===== src/rtl/simon_pkg.sv =====
// Shared types and helpers for the Simon round controller: state encoding,
// counter width and the per-configuration round count.
package simon_pkg;

  localparam int CNT_W = 7;

  typedef enum logic [1:0] {
    IDLE = 2'd0,
    LOAD = 2'd1,
    RUN  = 2'd2,
    DONE = 2'd3
  } simon_ctrl_state_e;

  // Returns 0 for any (word width, key words) pair that is not a Simon variant.
  function automatic int simon_rounds(int ww, int nkw);
    int t;
    t = 32'sd0;
    case (ww)
      32'sd16: t = (nkw == 32'sd4) ? 32'sd32 : 32'sd0;
      32'sd24: t = (nkw == 32'sd3 || nkw == 32'sd4) ? 32'sd36 : 32'sd0;
      32'sd32: t = (nkw == 32'sd3) ? 32'sd42 : (nkw == 32'sd4) ? 32'sd44 : 32'sd0;
      32'sd48: t = (nkw == 32'sd2) ? 32'sd52 : (nkw == 32'sd3) ? 32'sd54 : 32'sd0;
      32'sd64: t = (nkw == 32'sd2) ? 32'sd68 : (nkw == 32'sd3) ? 32'sd69 :
                   (nkw == 32'sd4) ? 32'sd72 : 32'sd0;
      default: t = 32'sd0;
    endcase
    return t;
  endfunction

endpackage


===== src/rtl/simon_round_ctrl_if.sv =====
// Command/result interface between the bus side and the Simon round controller,
// carrying the sequence-generator and datapath control outputs.
interface simon_round_ctrl_if;
  import simon_pkg::*;

  logic             start_i;
  logic             mode_i;
  logic             abort_i;
  logic             done_ready_i;
  logic             ready_o;
  logic             seq_mode_o;
  logic             seq_rst_o;
  logic             seq_run_o;
  logic             rnd_en_o;
  logic [CNT_W-1:0] round_o;
  logic             first_o;
  logic             last_o;
  logic             ld_o;
  logic             done_o;

  modport master (
    output start_i, mode_i, abort_i, done_ready_i,
    input  ready_o, seq_mode_o, seq_rst_o, seq_run_o, rnd_en_o,
    input  round_o, first_o, last_o, ld_o, done_o
  );

  modport slave (
    input  start_i, mode_i, abort_i, done_ready_i,
    output ready_o, seq_mode_o, seq_rst_o, seq_run_o, rnd_en_o,
    output round_o, first_o, last_o, ld_o, done_o
  );

endinterface


===== src/rtl/simon_round_ctrl_chk.sv =====
// Protocol checker bound into the round controller: the sequence generator
// must never see reset and advance in the same cycle.
module simon_round_ctrl_chk (
  input logic clk,
  input logic arst_n,
  input logic seq_rst,
  input logic seq_run
);

  a_rst_run_excl: assert property (@(posedge clk) disable iff (!arst_n) !(seq_rst && seq_run))
    else $error("seq_rst and seq_run asserted together");

endmodule


===== src/rtl/simon_round_ctrl.sv =====
// Simon round sequencer: IDLE -> LOAD -> RUN (T rounds) -> DONE, driving the
// z-sequence generator controls and the round counter/flags for the datapath.
module simon_round_ctrl
  import simon_pkg::*;
#(
  parameter int WW  = 16,
  parameter int NKW = 4
) (
  input logic               clk,
  input logic               arst_n,
  simon_round_ctrl_if.slave bus
);

  localparam int T = simon_rounds(WW, NKW);
  localparam logic [CNT_W-1:0] T_LAST = CNT_W'(T - 32'sd1);

  if (T == 32'sd0) begin : g_illegal_cfg
    $error("simon_round_ctrl: illegal (WW, NKW) pair");
  end

  simon_ctrl_state_e state_r;
  logic [CNT_W-1:0]  cnt_r;
  logic              mode_r;
  logic              ready_r;
  logic              seq_rst_r;
  logic              run_r;
  logic              first_r;
  logic              last_r;
  logic              ld_r;
  logic              done_r;
  logic [CNT_W-1:0]  nxt_cnt_s;

  // Next round index while running; decrypt walks the schedule backwards.
  always_comb begin
    nxt_cnt_s = mode_r ? (cnt_r - 7'd1) : (cnt_r + 7'd1);
  end

  // Control FSM with all outputs registered alongside the state.
  always_ff @(posedge clk or negedge arst_n) begin
    if (!arst_n) begin
      state_r   <= IDLE;
      cnt_r     <= 7'd0;
      mode_r    <= 1'b0;
      ready_r   <= 1'b1;
      seq_rst_r <= 1'b0;
      run_r     <= 1'b0;
      first_r   <= 1'b0;
      last_r    <= 1'b0;
      ld_r      <= 1'b0;
      done_r    <= 1'b0;
    end else if (bus.abort_i) begin
      state_r   <= IDLE;
      cnt_r     <= 7'd0;
      ready_r   <= 1'b1;
      seq_rst_r <= 1'b0;
      run_r     <= 1'b0;
      first_r   <= 1'b0;
      last_r    <= 1'b0;
      ld_r      <= 1'b0;
      done_r    <= 1'b0;
    end else begin
      case (state_r)
        IDLE: begin
          if (bus.start_i) begin
            state_r   <= LOAD;
            mode_r    <= bus.mode_i;
            ready_r   <= 1'b0;
            ld_r      <= 1'b1;
            seq_rst_r <= 1'b1;
          end else begin
            ready_r <= 1'b1;
          end
        end
        LOAD: begin
          state_r   <= RUN;
          cnt_r     <= mode_r ? T_LAST : 7'd0;
          ld_r      <= 1'b0;
          seq_rst_r <= 1'b0;
          run_r     <= 1'b1;
          first_r   <= 1'b1;
          last_r    <= 1'b0;
        end
        RUN: begin
          first_r <= 1'b0;
          if (last_r) begin
            // Counter keeps its end value for the datapath through DONE.
            state_r <= DONE;
            run_r   <= 1'b0;
            last_r  <= 1'b0;
            done_r  <= 1'b1;
          end else begin
            cnt_r  <= nxt_cnt_s;
            last_r <= (nxt_cnt_s == (mode_r ? 7'd0 : T_LAST));
          end
        end
        DONE: begin
          if (bus.done_ready_i) begin
            state_r <= IDLE;
            done_r  <= 1'b0;
            ready_r <= 1'b1;
          end else begin
            done_r <= 1'b1;
          end
        end
        default: begin
          state_r   <= IDLE;
          cnt_r     <= 7'd0;
          ready_r   <= 1'b1;
          seq_rst_r <= 1'b0;
          run_r     <= 1'b0;
          first_r   <= 1'b0;
          last_r    <= 1'b0;
          ld_r      <= 1'b0;
          done_r    <= 1'b0;
        end
      endcase
    end
  end

  assign bus.ready_o    = ready_r;
  assign bus.seq_mode_o = mode_r;
  assign bus.seq_rst_o  = seq_rst_r;
  assign bus.seq_run_o  = run_r;
  assign bus.rnd_en_o   = run_r;
  assign bus.round_o    = cnt_r;
  assign bus.first_o    = first_r;
  assign bus.last_o     = last_r;
  assign bus.ld_o       = ld_r;
  assign bus.done_o     = done_r;

  simon_round_ctrl_chk u_chk (
    .clk     (clk),
    .arst_n  (arst_n),
    .seq_rst (seq_rst_r),
    .seq_run (run_r)
  );

endmodule


===== src/flat_wrapper.sv =====
// flat-port wrapper written by rule: the top's interface ports become plain ports
module simon_round_ctrl_flat import simon_pkg::*;
#(
  parameter int WW  = 16,
  parameter int NKW = 4
)
  (clk, arst_n, bus_start_i, bus_mode_i, bus_abort_i, bus_done_ready_i, bus_ready_o, bus_seq_mode_o, bus_seq_rst_o, bus_seq_run_o, bus_rnd_en_o, bus_round_o, bus_first_o, bus_last_o, bus_ld_o, bus_done_o);
  simon_round_ctrl_if bus_i ();
  input logic clk;
  input logic arst_n;
  input wire logic [$bits(bus_i.start_i)-1:0] bus_start_i;
  input wire logic [$bits(bus_i.mode_i)-1:0] bus_mode_i;
  input wire logic [$bits(bus_i.abort_i)-1:0] bus_abort_i;
  input wire logic [$bits(bus_i.done_ready_i)-1:0] bus_done_ready_i;
  output wire logic [$bits(bus_i.ready_o)-1:0] bus_ready_o;
  output wire logic [$bits(bus_i.seq_mode_o)-1:0] bus_seq_mode_o;
  output wire logic [$bits(bus_i.seq_rst_o)-1:0] bus_seq_rst_o;
  output wire logic [$bits(bus_i.seq_run_o)-1:0] bus_seq_run_o;
  output wire logic [$bits(bus_i.rnd_en_o)-1:0] bus_rnd_en_o;
  output wire logic [$bits(bus_i.round_o)-1:0] bus_round_o;
  output wire logic [$bits(bus_i.first_o)-1:0] bus_first_o;
  output wire logic [$bits(bus_i.last_o)-1:0] bus_last_o;
  output wire logic [$bits(bus_i.ld_o)-1:0] bus_ld_o;
  output wire logic [$bits(bus_i.done_o)-1:0] bus_done_o;
  assign bus_i.start_i = bus_start_i;
  assign bus_i.mode_i = bus_mode_i;
  assign bus_i.abort_i = bus_abort_i;
  assign bus_i.done_ready_i = bus_done_ready_i;
  assign bus_ready_o = bus_i.ready_o;
  assign bus_seq_mode_o = bus_i.seq_mode_o;
  assign bus_seq_rst_o = bus_i.seq_rst_o;
  assign bus_seq_run_o = bus_i.seq_run_o;
  assign bus_rnd_en_o = bus_i.rnd_en_o;
  assign bus_round_o = bus_i.round_o;
  assign bus_first_o = bus_i.first_o;
  assign bus_last_o = bus_i.last_o;
  assign bus_ld_o = bus_i.ld_o;
  assign bus_done_o = bus_i.done_o;
  simon_round_ctrl #(.WW(WW), .NKW(NKW)) u_core (.clk(clk), .arst_n(arst_n), .bus(bus_i));
endmodule

===== config.mk =====
export PLATFORM = sky130hd
export DESIGN_NAME = simon_round_ctrl_flat
export DESIGN_NICKNAME = d
export VERILOG_FILES = /design/src/rtl/simon_pkg.sv /design/src/rtl/simon_round_ctrl_if.sv /design/src/rtl/simon_round_ctrl_chk.sv /design/src/rtl/simon_round_ctrl.sv /design/src/flat_wrapper.sv
export SDC_FILE = /design/constraint.sdc
export NUM_CORES = 1
export LEC_CHECK = 0
export ABC_AREA = 1
export BUFFER_PORTS_ARGS = -buffer_cell sky130_fd_sc_hd__buf_2
export CAP_MARGIN = 20
export CORE_ASPECT_RATIO = 1.5
export CORE_MARGIN = 2
export CORE_UTILIZATION = 48
export CTS_CLUSTER_DIAMETER = 120
export CTS_CLUSTER_SIZE = 28
export DETAILED_ROUTE_END_ITERATION = 10
export PLACE_DENSITY = 0.75
export SYNTH_ARGS = -nofsm -noshare
export SYNTH_HDL_FRONTEND = slang
export SYNTH_SLANG_ARGS = --single-unit

===== constraint.sdc =====
create_clock -name clk -period 4.7 [get_ports clk]
set_input_delay 0.47 -clock clk [delete_from_list [all_inputs] [get_ports clk]]
set_output_delay 0.47 -clock clk [all_outputs]
set_load 0.005 [all_outputs]

# --- Word level (Yosys, flattened, before mapping) ---
# Cells that the tools add are included.
totals:
  inputBits: 6
  out_inout_bits: 16
  ff_bits: 16
  word_cells: 62
op_classes:
  add_sub_neg: 2
  n_reduce_logical: 12
  n_bitwise: 1
  muxes: 30
  eq_ne: 8
ops:
  columns: ["op", "n"]
  rows:
  - ["two-way mux 7 bit", 3]
  - ["case mux 7 bit (2 select lines)", 1]
  - ["two-way mux 1 bit", 13]
  - ["case mux 1 bit (2 select lines)", 6]
  - ["nonzero test 3 bit", 4]
  - ["two-way mux 5 bit", 2]
  - ["AND reduction 2 bit", 5]
  - ["inequality test 3 bit, second input constant", 3]
  - ["two-way mux 2 bit", 4]
  - ["case mux 2 bit (4 select lines)", 1]
  - ["adder 7 x 1 -> 7 bit, second input constant", 1]
  - ["== test 7 bit", 1]
  - ["subtractor 7 x 1 -> 7 bit, second input constant", 1]
  - ["AND reduction 3 bit", 2]
  - ["== test 2 bit, second input constant", 2]
  - ["inequality test 3 x 2 -> 1 bit, second input constant", 1]
  - ["== test 2 x 1 -> 1 bit, second input constant", 1]
  - ["zero test 2 bit", 1]
  - ["NOT 1 bit", 1]

# --- Depth between registers and ports, before layout ---
# Gate-level depths: netlist of run 1.
depth:
  ltp_word: 6
  depth_mapped: 11

# --- Least setup slack after synthesis of run 1 ---
# Ideal clock, no wire load.
synth_timing:
  path_type: "register to register"
  start: "register u_core.mode_r, in the netlist u_core.bus.seq_mode_o"
  end: "register u_core.last_r, in the netlist u_core.bus.last_o"
  t_arrival_ps: 1533
  path_stages_with_launch: 8
  path_slack_ps: 3050
  n_path_buf: 0
  synth_period_minus_slack_ps: 1650
  required_ps: 4584
  setup_time_ps: 116
  cell_sequence: "dfrtp_1 -> ha_1 -> a21oi_1 -> a21oi_1 -> o21bai_1 -> nand2_1 -> nand2_1 -> nand2_1"
synth_between:
  elab_chain_len: 5
synth_rtl:
  columns: ["item", "line_no", "text"]
  rows:
  - ["start, declared", "simon_round_ctrl.sv:23", "logic mode_r;"]
  - ["start signal, assigned", "simon_round_ctrl.sv:66", "mode_r <= bus.mode_i;"]
  - ["two-way mux 7 bit or two-way mux 5 bit (tied branches)", "simon_round_ctrl.sv:35, simon_round_ctrl.sv:93", null]
  - ["== test 7 bit *", "simon_round_ctrl.sv:93", "last_r <= (nxt_cnt_s == (mode_r ? 7'd0 : T_LAST));"]
  - ["two-way mux 1 bit *", "simon_round_ctrl.sv:85", "if (last_r) begin"]
  - ["case mux 1 bit (2 select lines) *", "simon_round_ctrl.sv:62", "case (state_r)"]
  - ["two-way mux 1 bit *", "simon_round_ctrl.sv:51", "end else if (bus.abort_i) begin"]
  - ["end signal, assigned", "simon_round_ctrl.sv:93", null]
  - ["end, declared", "simon_round_ctrl.sv:28", "logic last_r;"]
# Every way passes the cells marked *; elsewhere a longest branch is shown, timed or not.
# A chain may end at the register's enable or synchronous reset.

# --- Worst setup path in the final report of run 1 ---
# Ends and elaborated chain as after synthesis.

==> impl_metrics.py, run 1 <==
metrics = {
    "synthesis": {
        "ys_seq_elements": 16,
        "synthesis.area_sq_mm": 0.00113,
        "ys_seq_area_frac": 0.355,
        "avgSynthCellArea_sq_um": 7.25,
        "yosys.area.top_type": "dfrtp_1",
        "yosys_warnings": 0,
        "yosysTopAreaCellShare": 0.332,
        "synth.distinct_cells": 22,
        "ys_top_cells_by_area": "dfrtp_1 33%, nand2_1 15%, ha_1 10%",
        "syn_nets": 172,
        "synth_cells": 156,
    },
    "pwr": {
        "swShare": 0.485,
        "seqPwrFrac": 0.316,
        "p_leak_nw": 0.744,
        "power_frac_comb": 0.589,
        "total_power_mw": 0.796,
        "power.density_mw_per_mm2": 624,
        "clkPwrFrac": 0.095,
        "switchingPower_mw": 0.386,
        "intPower_mw": 0.410,
        "peakVddDrop_v": 0.000283,
    },
    "finish": {
        "nNetsFinal": 196,
        "area_delta_synth_final_pct": 12.8,
        "multi_input_area_sq_um": 624,
        "stdcell_count": 202,
        "register_area_sq_um": 402,
        "n_fill_cell": 232,
        "utilization": 0.571,
        "drive_above_1_share": 0.156,
        "n_antenna_cell": 0,
    },
    "timing": {
        "setup_viol": 0,
        "timing.setup.tns_ps": 0,
        "tightest_slew_ps": 430,
        "rsz0062_at_grt": "no",
        "finClkSkew_ps": 1.67,
        "min_period_over_period": 0.406,
        "max_freq_mhz": 524,
        "slew_headroom": 0.714,
        "hold_viol": 0,
        "fin_crit_ps": 1910,
        "maxSlewViolCount": 0,
    },
    "clocking": {
        "cts.clk_slew.worst_paths_ps": 90,
        "cts_buffer_depth": 2,
        "clockRootBuffer": "clkbuf_4",
        "tritoncts": "built",
        "cts-resized-gates": 0,
        "cts_inserted_buffers": 3,
        "clk_latency_ps": 290,
        "postCtsSetupRepairBufs": 0,
        "numClockSinks": 16,
        "ctsHoldBuffers": 0,
        "htree_levels": 1,
    },
    "setup_path": {
        "cp_top_family": "flip-flops",
        "slowest_stage": "dfrtp_1",
        "cp_max_fo": 12,
        "crit_type": "flip-flop to flip-flop",
        "required_ps": 4930,
        "critPathArrivalTime_ps": 2140,
        "crit_chain": "ha_1 -> a21oi_1 -> nand2_1 -> nand2_1 -> nand2_1 -> nand2_1 -> nand2_1 -> nor2_1 -> nand2_1 -> nand2_1",
        "cp-end-kind": "flip-flop",
        "max_stage_delay_ps": 610,
        "cp-startpoint": "u_core.bus.seq_mode_o$_DFFE_PN0P_",
        "cp-start-kind": "flip-flop",
        "cpMostUsedCell": "nand2_1",
        "cp_num_buf_inv": 0,
        "r2r-start": "u_core.bus.seq_mode_o$_DFFE_PN0P_",
    },
    "drt": {
        "ant_nets": 0,
        "firstDrtPassIters": 4,
        "routed_wl_mm": 2.39,
        "via_per_inst": 5.29,
        "drt-initial-drc-count": 25,
        "drc": 0,
        "vias": 1069,
        "wl_per_cell_microns": 11.8,
    },
    "run": {
        "cap_violations": 0,
    },
    "global_routing": {
        "grt_pass1_vias": 1040,
        "overflow": 0,
        "met1_usage": 0.238,
        "grt_pass1_wl_mm": 4.46,
        "grtUsageMet3": 0.0258,
        "antenna_found_initial": 0,
        "grt_busiest_layer": "met2",
        "grt_max_degree": 17,
        "grtUsageTotal": 0.209,
        "use_met2": 0.368,
    },
    "die": {
        "die_y_microns": 63.5,
        "rows": 21,
        "dieArea_sq_mm": 0.00277,
        "start_util": 0.506,
        "core_area_sq_mm": 0.00223,
        "pin_count": 22,
        "die_x_microns": 43.6,
    },
    "placement": {
        "portBuffers": 21,
        "dp_cells": 198,
        "gp_congestion": 0.771,
        "hpwlAfterDp_mm": 2.02,
    },
    "hold_path": {
        "hold_path_class": "input pin to async pin",
    },
    "run_status": {
        "status": "complete, no violations",
    },
}
==> cell usage after synthesis <==
| master | number |
|---|---|
| dfstp_2 | 1 |
| o21ai_0 | 10 |
| a21oi_1 | 8 |
| nor3_1 | 1 |
| o21bai_1 | 1 |
| nand4_1 | 1 |
| dfrtp_1 | 15 |
| o22ai_1 | 1 |
| a21o_1 | 1 |
| xnor2_1 | 1 |
| buf_4 | 2 |
| o31ai_1 | 1 |
| a211oi_1 | 1 |
| nor2_1 | 14 |
| inv_1 | 24 |
| ha_1 | 9 |
| o21ai_2 | 2 |
| nand2_1 | 44 |
| fa_1 | 1 |
| a22o_1 | 1 |
| nand3_1 | 16 |
| o31ai_4 | 1 |
==> layout make-up <==
class | instances | share of cell area
timing repair buffer | 21 | 0.0824
inverter | 24 | 0.0706
clock buffer | 4 | 0.0206
multi-input combinational | 114 | 0.489
tap | 23 | 0.0225
sequential | 16 | 0.315
==> metal layers <==
| layer | vias up | wire (microns) |
|---|---|---|
| li1 | 555 | - |
| met5 | - | 0 |
| met2 | 18 | 1300 |
| met4 | 0 | 59 |
| met1 | 488 | 963 |
| met3 | 8 | 65 |
==> path summary, 6_finish.rpt <==
path / end / slack, ps / cells after the start
setup / recovery: u_core.bus.last_o$_DFFE_PN0P_ / 2790 / 10
hold reg to reg: u_core.bus.done_o$_DFFE_PN0P_ / 500 / 2
max in group asynchronous: u_core.bus.ready_o$_DFFE_PN1P_ / 4320 / 1
hold / removal: u_core.bus.done_o$_DFFE_PN0P_ / 80 / 1
min in group clk: u_core.bus.seq_mode_o$_DFFE_PN0P_ / 400 / 3
setup reg to reg: u_core.bus.last_o$_DFFE_PN0P_ / 2790 / 10
==> worst reg2reg max path: cells and delay by family, from the launching register on <==
kind            cells  cell delay (ps)
flops               1              610
simple gates        8              570
fa+ha+maj           1              380
compound gates      1              300
==> registers in the layout, summed over array words and instances (netlist names) <==
signal	cells
u_core.state_r	2
u_core.bus.last_o	1
u_core.bus.first_o	1
u_core.bus.rnd_en_o	1
u_core.bus.seq_mode_o	1
u_core.bus.round_o	7
u_core.bus.ready_o	1
u_core.bus.done_o	1
u_core.bus.seq_rst_o	1
==> cell families (layout without fill, tap and decap cells) <==
family	after synthesis	in the layout	share of synthesized area
fa+ha+maj	10	10	0.117
simple gates	76	76	0.273
buf+inv	26	49	0.0929
compound gates	27	27	0.154
flops	16	16	0.355
xor+xnor	1	1	0.00774
==> per-stage QoR <==
step           cell area, sq um  hold WS (ps)  setup slack [ps]
4_1_cts                    1280          85.3              2790
6_report                   1280          76.3              2790
2_1_floorplan              1130           174              3050
5_1_grt                    1280          87.0              2630
3_3_place_gp               1250           401              2890
3_5_place_dp               1250           402              2820
==> power by group through the flow <==
| stage | clock [mW] | combinational [mW] | sequential [mW] |
|---|---|---|---|
| 2_1_floorplan | 0 | 0.344 | 0.250 |
| 3_3_place_gp | 0 | 0.455 | 0.251 |
| 3_5_place_dp | 0 | 0.468 | 0.255 |
| 4_1_cts | 0.0765 | 0.472 | 0.253 |
| 5_1_grt | 0.0865 | 0.547 | 0.262 |
| 6_report | 0.0755 | 0.469 | 0.252 |
==> placed cells by master (no fill, tap or decap) <==
cell type / synthesis / routed
o21ai_2: 2 / 2
clkbuf_4: 0 / 3
buf_2: 0 / 21
o31ai_1: 1 / 1
nor2_1: 14 / 14
o31ai_4: 1 / 1
inv_1: 24 / 24
nand3_1: 16 / 16
ha_1: 9 / 9
o21ai_0: 10 / 10
o22ai_1: 1 / 1
nand2_1: 44 / 44
a21o_1: 1 / 1
xnor2_1: 1 / 1
dfstp_2: 1 / 1
o21bai_1: 1 / 1
nor3_1: 1 / 1
a22o_1: 1 / 1
nand4_1: 1 / 1
dfrtp_1: 15 / 15
a21oi_1: 8 / 8
fa_1: 1 / 1
a211oi_1: 1 / 1
clkbuf_1: 0 / 1
Note: power is estimated with default switching activity, not from simulation.
==> run 2: changes to the inputs <==
==> constraint.sdc (replaced) <==
create_clock -name clk -period 1.8 [get_ports clk]
set_input_delay 0.18 -clock clk [delete_from_list [all_inputs] [get_ports clk]]
set_output_delay 0.18 -clock clk [all_outputs]
set_load 0.005 [all_outputs]
==> impl_metrics.py, run 2 (synthesis results as in run 1) <==
metrics = {
    "setup_path": {
        "cp-startpoint": "u_core.bus.seq_mode_o$_DFFE_PN0P_",
        "r2r-start": "u_core.bus.seq_mode_o$_DFFE_PN0P_",
        "required_ps": 1990,
        "cp-end-kind": "flip-flop",
        "r2r_cells": 8,
        "cp_max_fo": 9,
        "cp-start-kind": "flip-flop",
        "crit_type": "flip-flop to flip-flop",
        "critPathCapture": "u_core.bus.last_o$_DFFE_PN0P_",
        "r2r_end": "u_core.bus.last_o$_DFFE_PN0P_",
        "reg2reg_slack_ps": 160,
        "critPathArrivalTime_ps": 1830,
    },
    "finish": {
        "most-common-layout-cells": "44 x nand2_1, 24 x inv_1, 21 x buf_2",
        "n_antenna_cell": 0,
        "nNetsFinal": 201,
        "design_area_sq_mm": 0.00135,
        "drive_above_1_share": 0.223,
        "area_delta_synth_final_pct": 19.4,
        "final_common_cell": "nand2_1",
        "largest_reg_flops": 7,
        "n_fill_cell": 217,
    },
    "die": {
        "dieArea_sq_mm": 0.00277,
        "core_area_sq_mm": 0.00223,
        "die_y_microns": 63.5,
        "rows": 21,
        "start_util": 0.506,
        "pin_count": 22,
        "die_x_microns": 43.6,
    },
    "timing": {
        "hold_viol": 0,
        "rsz0062_at_grt": "yes",
        "min_period_over_period": 0.911,
        "fin_crit_ps": 1640,
        "slew_headroom": 0.737,
        "max_freq_mhz": 610,
        "maxSlewViolCount": 0,
        "tightest_slew_ps": 394,
        "setup_viol": 0,
        "finClkSkew_ps": 2.89,
        "timing.setup.tns_ps": 0,
    },
    "pwr": {
        "p_leak_nw": 0.766,
        "clkPwrFrac": 0.105,
        "power.density_mw_per_mm2": 1660,
        "intPower_mw": 1.19,
        "swShare": 0.467,
        "peakVddDrop_v": 0.000791,
        "seqPwrFrac": 0.281,
        "power_frac_comb": 0.614,
        "switchingPower_mw": 1.04,
    },
    "drt": {
        "drc": 0,
        "via_per_inst": 5.14,
        "vias": 1063,
        "ant_nets": 0,
        "wl_per_cell_microns": 11.9,
        "routed_wl_mm": 2.46,
        "drt-initial-drc-count": 18,
        "firstDrtPassIters": 4,
    },
    "placement": {
        "hpwlAfterDp_mm": 2.05,
        "placed_area_sq_mm": 0.00128,
        "gp_congestion": 0.830,
        "portBuffers": 21,
    },
    "clocking": {
        "clockRootBuffer": "clkbuf_4",
        "tritoncts": "built",
        "numClockSinks": 16,
        "cts_buffer_depth": 2,
        "cts.clk_slew.worst_paths_ps": 90,
        "postCtsSetupRepairBufs": 0,
        "clk_latency_ps": 290,
        "htree_levels": 1,
        "cts_inserted_buffers": 3,
    },
    "global_routing": {
        "antenna_found_initial": 0,
        "grt_busiest_layer": "met2",
        "grtUsageTotal": 0.210,
        "grt_max_degree": 17,
        "overflow": 0,
        "grtUsageMet3": 0.0172,
        "grt_pass1_vias": 1110,
        "use_met2": 0.388,
        "met1_usage": 0.218,
        "grt_pass1_wl_mm": 4.43,
    },
    "run": {
        "cap_violations": 0,
    },
    "hold_path": {
        "hold_depth": 3,
        "hold_path_class": "input pin to flip-flop",
    },
    "run_status": {
        "status": "complete, no violations",
    },
}
-- run 2: cell types whose count changed in the layout (fill, tap and decap cells not counted) --
cell and delta:
a21oi_1 -2, a21oi_2 +2, buf_4 +4, clkbuf_1 -1, clkbuf_8 +1, dfrtp_1 -1, dfrtp_2 +1, dlygate4sd3_1 +1
fa_1 -1, fa_2 +1, ha_1 -3, ha_2 +3, nand3_1 -1, nand3_2 +1
-- run 2: per-stage QoR --
step / hold WS, ps / setup WS [ps] / instances / power (mW) / util
floorplan: -116 / 150 / 156 / 1.55 / -
global placement: 109 / 96.1 / 202 / 1.92 / 0.573
detailed placement: 113 / 55.2 / 202 / 1.95 / 0.573
CTS: 93.7 / 48.2 / 207 / 2.20 / 0.594
global route: 91.8 / -21.8 / 207 / 2.49 / 0.604
finish: 96.1 / 160 / 207 / 2.24 / 0.604
-- run 2: layout make-up --
cell class,count,area (sq um),area share
Clock buffer,4,36.3,0.0269
Tap cell,23,28.8,0.0213
Inverter,24,90.1,0.0667
Timing Repair Buffer,26,145,0.108
Multi-Input combinational cell,114,647,0.479
Sequential cell,16,403,0.298
-- run 2: worst min-delay path by stage --
stage / from / to / slack (ps)
3_3_place_gp: arst_n / u_core.bus.done_o$_DFFE_PN0P_ / 110
5_1_grt: bus_mode_i / u_core.bus.seq_mode_o$_DFFE_PN0P_ / 90
3_5_place_dp: arst_n / u_core.bus.first_o$_DFFE_PN0P_ / 110
6_report: bus_mode_i / u_core.bus.seq_mode_o$_DFFE_PN0P_ / 100
2_1_floorplan: arst_n / u_core.bus.done_o$_DFFE_PN0P_ / -120
4_1_cts: bus_mode_i / u_core.bus.seq_mode_o$_DFFE_PN0P_ / 90
-- run 2: metal layers --
metal  vias to the layer above  part of all wire
met2                        21              0.55
met4                         0             0.032
met3                         9             0.024
met5                         -                 0
li1                        560                 -
met1                       473              0.39
-- run 2: worst max-delay path, cell delays in order, from the launching register on --
cell,delay [ps]
dfrtp_2,480
ha_2,420
nand3_2,130
a21oi_2,180
nor2_1,60
nand2_1,60
nand2_1,90
nand2_1,80
nand2_1,50
-- run 2: timing repair --
item | in CTS | in global routing
endpoints found under the setup margin | 0 | 4
gates resized for setup | 0 | 8
hold buffers | 1 | 0
hold endpoints to repair | 15 | 0
-- run 2: power by group through the flow --
stage	logic (mW)	registers (mW)	clock network (mW)
floorplan	0.899	0.652	0
global placement	1.30	0.621	0
detailed placement	1.32	0.630	0
CTS	1.33	0.623	0.240
global route	1.58	0.650	0.261
finish	1.37	0.628	0.236
==> run 3: changes to the inputs <==
--- a/config.mk
+++ b/config.mk
@@ -5,10 +5,9 @@
 export SDC_FILE = /design/constraint.sdc
 export NUM_CORES = 1
 export LEC_CHECK = 0
-export ABC_AREA = 1
 export BUFFER_PORTS_ARGS = -buffer_cell sky130_fd_sc_hd__buf_2
 export CAP_MARGIN = 20
-export CORE_ASPECT_RATIO = 1.5
+export CORE_ASPECT_RATIO = 1.2
 export CORE_MARGIN = 2
 export CORE_UTILIZATION = 48
 export CTS_CLUSTER_DIAMETER = 120
==> impl_metrics.py, run 3 <==
metrics = {
    "finish": {
        "area_delta_synth_final_pct": 42.4,
        "drive_above_1_share": 0.488,
        "most-common-layout-cells": "24 x buf_4, 21 x buf_2, 12 x dfrtp_1",
        "utilization": 0.735,
        "register_area_sq_um": 405,
        "largest_reg_flops": 7,
        "n_antenna_cell": 0,
        "multi_input_area_sq_um": 742,
        "nNetsFinal": 179,
        "n_fill_cell": 164,
        "final_common_cell": "buf_4",
    },
    "clocking": {
        "cts_buffer_depth": 2,
        "clk_latency_ps": 290,
        "tritoncts": "built",
        "htree_levels": 1,
        "numClockSinks": 16,
        "clockRootBuffer": "clkbuf_4",
        "cts.clk_slew.worst_paths_ps": 100,
        "cts_inserted_buffers": 3,
    },
    "run_status": {
        "violations": "setup timing",
        "status": "finished with violations",
    },
    "timing": {
        "rsz0062_at_grt": "yes",
        "setup_viol": 4,
        "maxSlewViolCount": 0,
        "hold_viol": 0,
        "slew_headroom": 0.752,
        "min_period_over_period": 1.13,
        "max_freq_mhz": 490,
        "setup_ws_ps": -241,
        "finClkSkew_ps": 7.09,
        "fin_crit_ps": 2040,
        "tightest_slew_ps": 372,
    },
    "drt": {
        "vias": 1044,
        "routed_wl_mm": 2.74,
        "drt-initial-drc-count": 7,
        "firstDrtPassIters": 4,
        "wl_per_cell_microns": 14.3,
        "drc": 0,
        "ant_nets": 0,
        "via_per_inst": 5.44,
    },
    "synthesis": {
        "synth_edf_count": 0,
        "ys_top_cells_by_area": "dfrtp_1 35%, ha_1 10%, a21oi_1 5.1%",
        "avgSynthCellArea_sq_um": 9.40,
        "yosys_warnings": 0,
        "syn_nets": 131,
        "synth_cells": 115,
        "post-synth-top-count-cell": "dfrtp_1",
        "synthTopCellsByCount": "15 x dfrtp_1, 11 x a21oi_1, 10 x nor2_1",
        "yosysTopAreaCellShare": 0.347,
        "synthesis.area_sq_mm": 0.00108,
        "ys_seq_area_frac": 0.372,
        "ys.flop_type": "dfrtp_1",
        "yosys.area.top_type": "dfrtp_1",
        "synth.distinct_cells": 44,
        "synthArstFlopShare": 1.00,
        "ys_seq_elements": 16,
    },
    "setup_path": {
        "required_ps": 2000,
        "cp_max_fo": 3,
        "reg2reg_slack_ps": -240,
        "crit_type": "flip-flop to flip-flop",
        "r2r-start": "u_core.bus.round_o[1]$_DFFE_PN0P_",
        "critPathArrivalTime_ps": 2240,
        "cp-startpoint": "u_core.bus.round_o[1]$_DFFE_PN0P_",
        "cp-start-kind": "flip-flop",
        "cp-end-kind": "flip-flop",
    },
    "pwr": {
        "power.density_mw_per_mm2": 1940,
        "total_power_mw": 2.98,
        "p_leak_nw": 0.735,
        "peakVddDrop_v": 0.000959,
    },
    "placement": {
        "gp_congestion": 0.798,
        "hpwlAfterDp_mm": 2.03,
        "portBuffers": 21,
    },
    "run": {
        "cap_violations": 0,
    },
    "global_routing": {
        "overflow": 0,
        "grt_pass1_wl_mm": 4.27,
        "antenna_found_initial": 0,
        "grtUsageTotal": 0.220,
        "grt_max_degree": 17,
        "grt_pass1_vias": 999,
    },
    "die": {
        "pin_count": 22,
        "die_x_microns": 47.3,
        "rows": 18,
        "die_y_microns": 56.0,
        "dieArea_sq_mm": 0.00265,
        "start_util": 0.516,
        "core_area_sq_mm": 0.00209,
    },
    "hold_path": {
        "hp-start": "bus_mode_i",
        "hold_path_class": "input pin to flip-flop",
    },
}
## run 3: cell types whose count changed after synthesis, moves of 3 or more
cell,previous run,this run
nand2_1,44,8
inv_1,24,7
nand3_1,16,3
nor2_1,14,10
a21oi_1,8,11
o21ai_0,10,7
## run 3: worst paths after layout
check / endpoint / depth (start not counted)
max in group asynchronous: u_core.bus.ready_o$_DFFE_PN1P_ / 2
worst max-delay path: u_core.bus.last_o$_DFFE_PN0P_ / 6
worst min-delay path: u_core.bus.seq_mode_o$_DFFE_PN0P_ / 2
min in group asynchronous: u_core.bus.round_o[2]$_DFFE_PN0P_ / 2
worst max register to register: u_core.bus.last_o$_DFFE_PN0P_ / 6
worst min register to register: u_core.bus.ready_o$_DFFE_PN1P_ / 2
## run 3: timing repair
| action | 4_1_cts | 5_1_grt |
|---|---|---|
| setup buffers | 0 | 1 |
| hold buffers | 1 | 0 |
| pin swaps | 3 | 7 |
| setup endpoints to repair | 4 | 8 |
| gates resized for setup | 6 | 14 |
| endpoints found under the hold margin | 15 | 0 |
## run 3: layer usage
metal	up-vias	global-route usage	share of wire	wire, microns
li1	509	-	-	-
met1	509	0.259	0.41	1120
met2	22	0.392	0.55	1520
met3	4	0.0195	0.030	82
met4	0	0.0714	0.0073	20
met5	-	0	0	0
## run 3: final cells by class
type / count / area share
multi-input cells: 89 / 0.482
repair buffers: 46 / 0.192
flip-flops and latches: 16 / 0.263
clock buffers: 4 / 0.0171
inverters: 7 / 0.0211
well taps: 30 / 0.0244
## run 3: stage by stage
step / setup TNS (ps) / std cells / area, sq um / setup WS [ps] / hold slack (ps)
final: -582 / 192 / 1540 / -241 / 125
after global placement: -577 / 186 / 1380 / -236 / 106
after detailed placement: -739 / 186 / 1380 / -289 / 121
after floorplan: -428 / 115 / 1090 / -234 / -116
after global routing: -895 / 192 / 1540 / -286 / 121
after CTS: -629 / 191 / 1460 / -285 / 115
## run 3: kinds of logic (layout without fill, tap and decap cells)
kind of cell / count (synthesis) / after routing / synth area share
XOR/XNOR: 3 / 3 / 0.0243
multiplexers: 2 / 2 / 0.0197
AND/OR/NAND/NOR: 39 / 39 / 0.197
buffers and inverters: 10 / 57 / 0.0417
AO/OA/AOI/OAI: 35 / 35 / 0.223
adder cells (fa/ha/maj): 10 / 10 / 0.123
flip-flops: 16 / 16 / 0.372
## run 3: report_power, final
group          leakage (nW)  switching [mW]  internal (mW)
sequential            0.206           0.127          0.497
combinational         0.514            1.04           1.12
clock                0.0150           0.113         0.0862
total                 0.735            1.28           1.70
## run 3: critical path, cell delays in order, from the launching register on
cell	delay, ps
dfrtp_2	450
fa_2	420
xor2_2	160
or4_4	420
a221oi_2	170
o21ba_1	180
o31ai_2	160
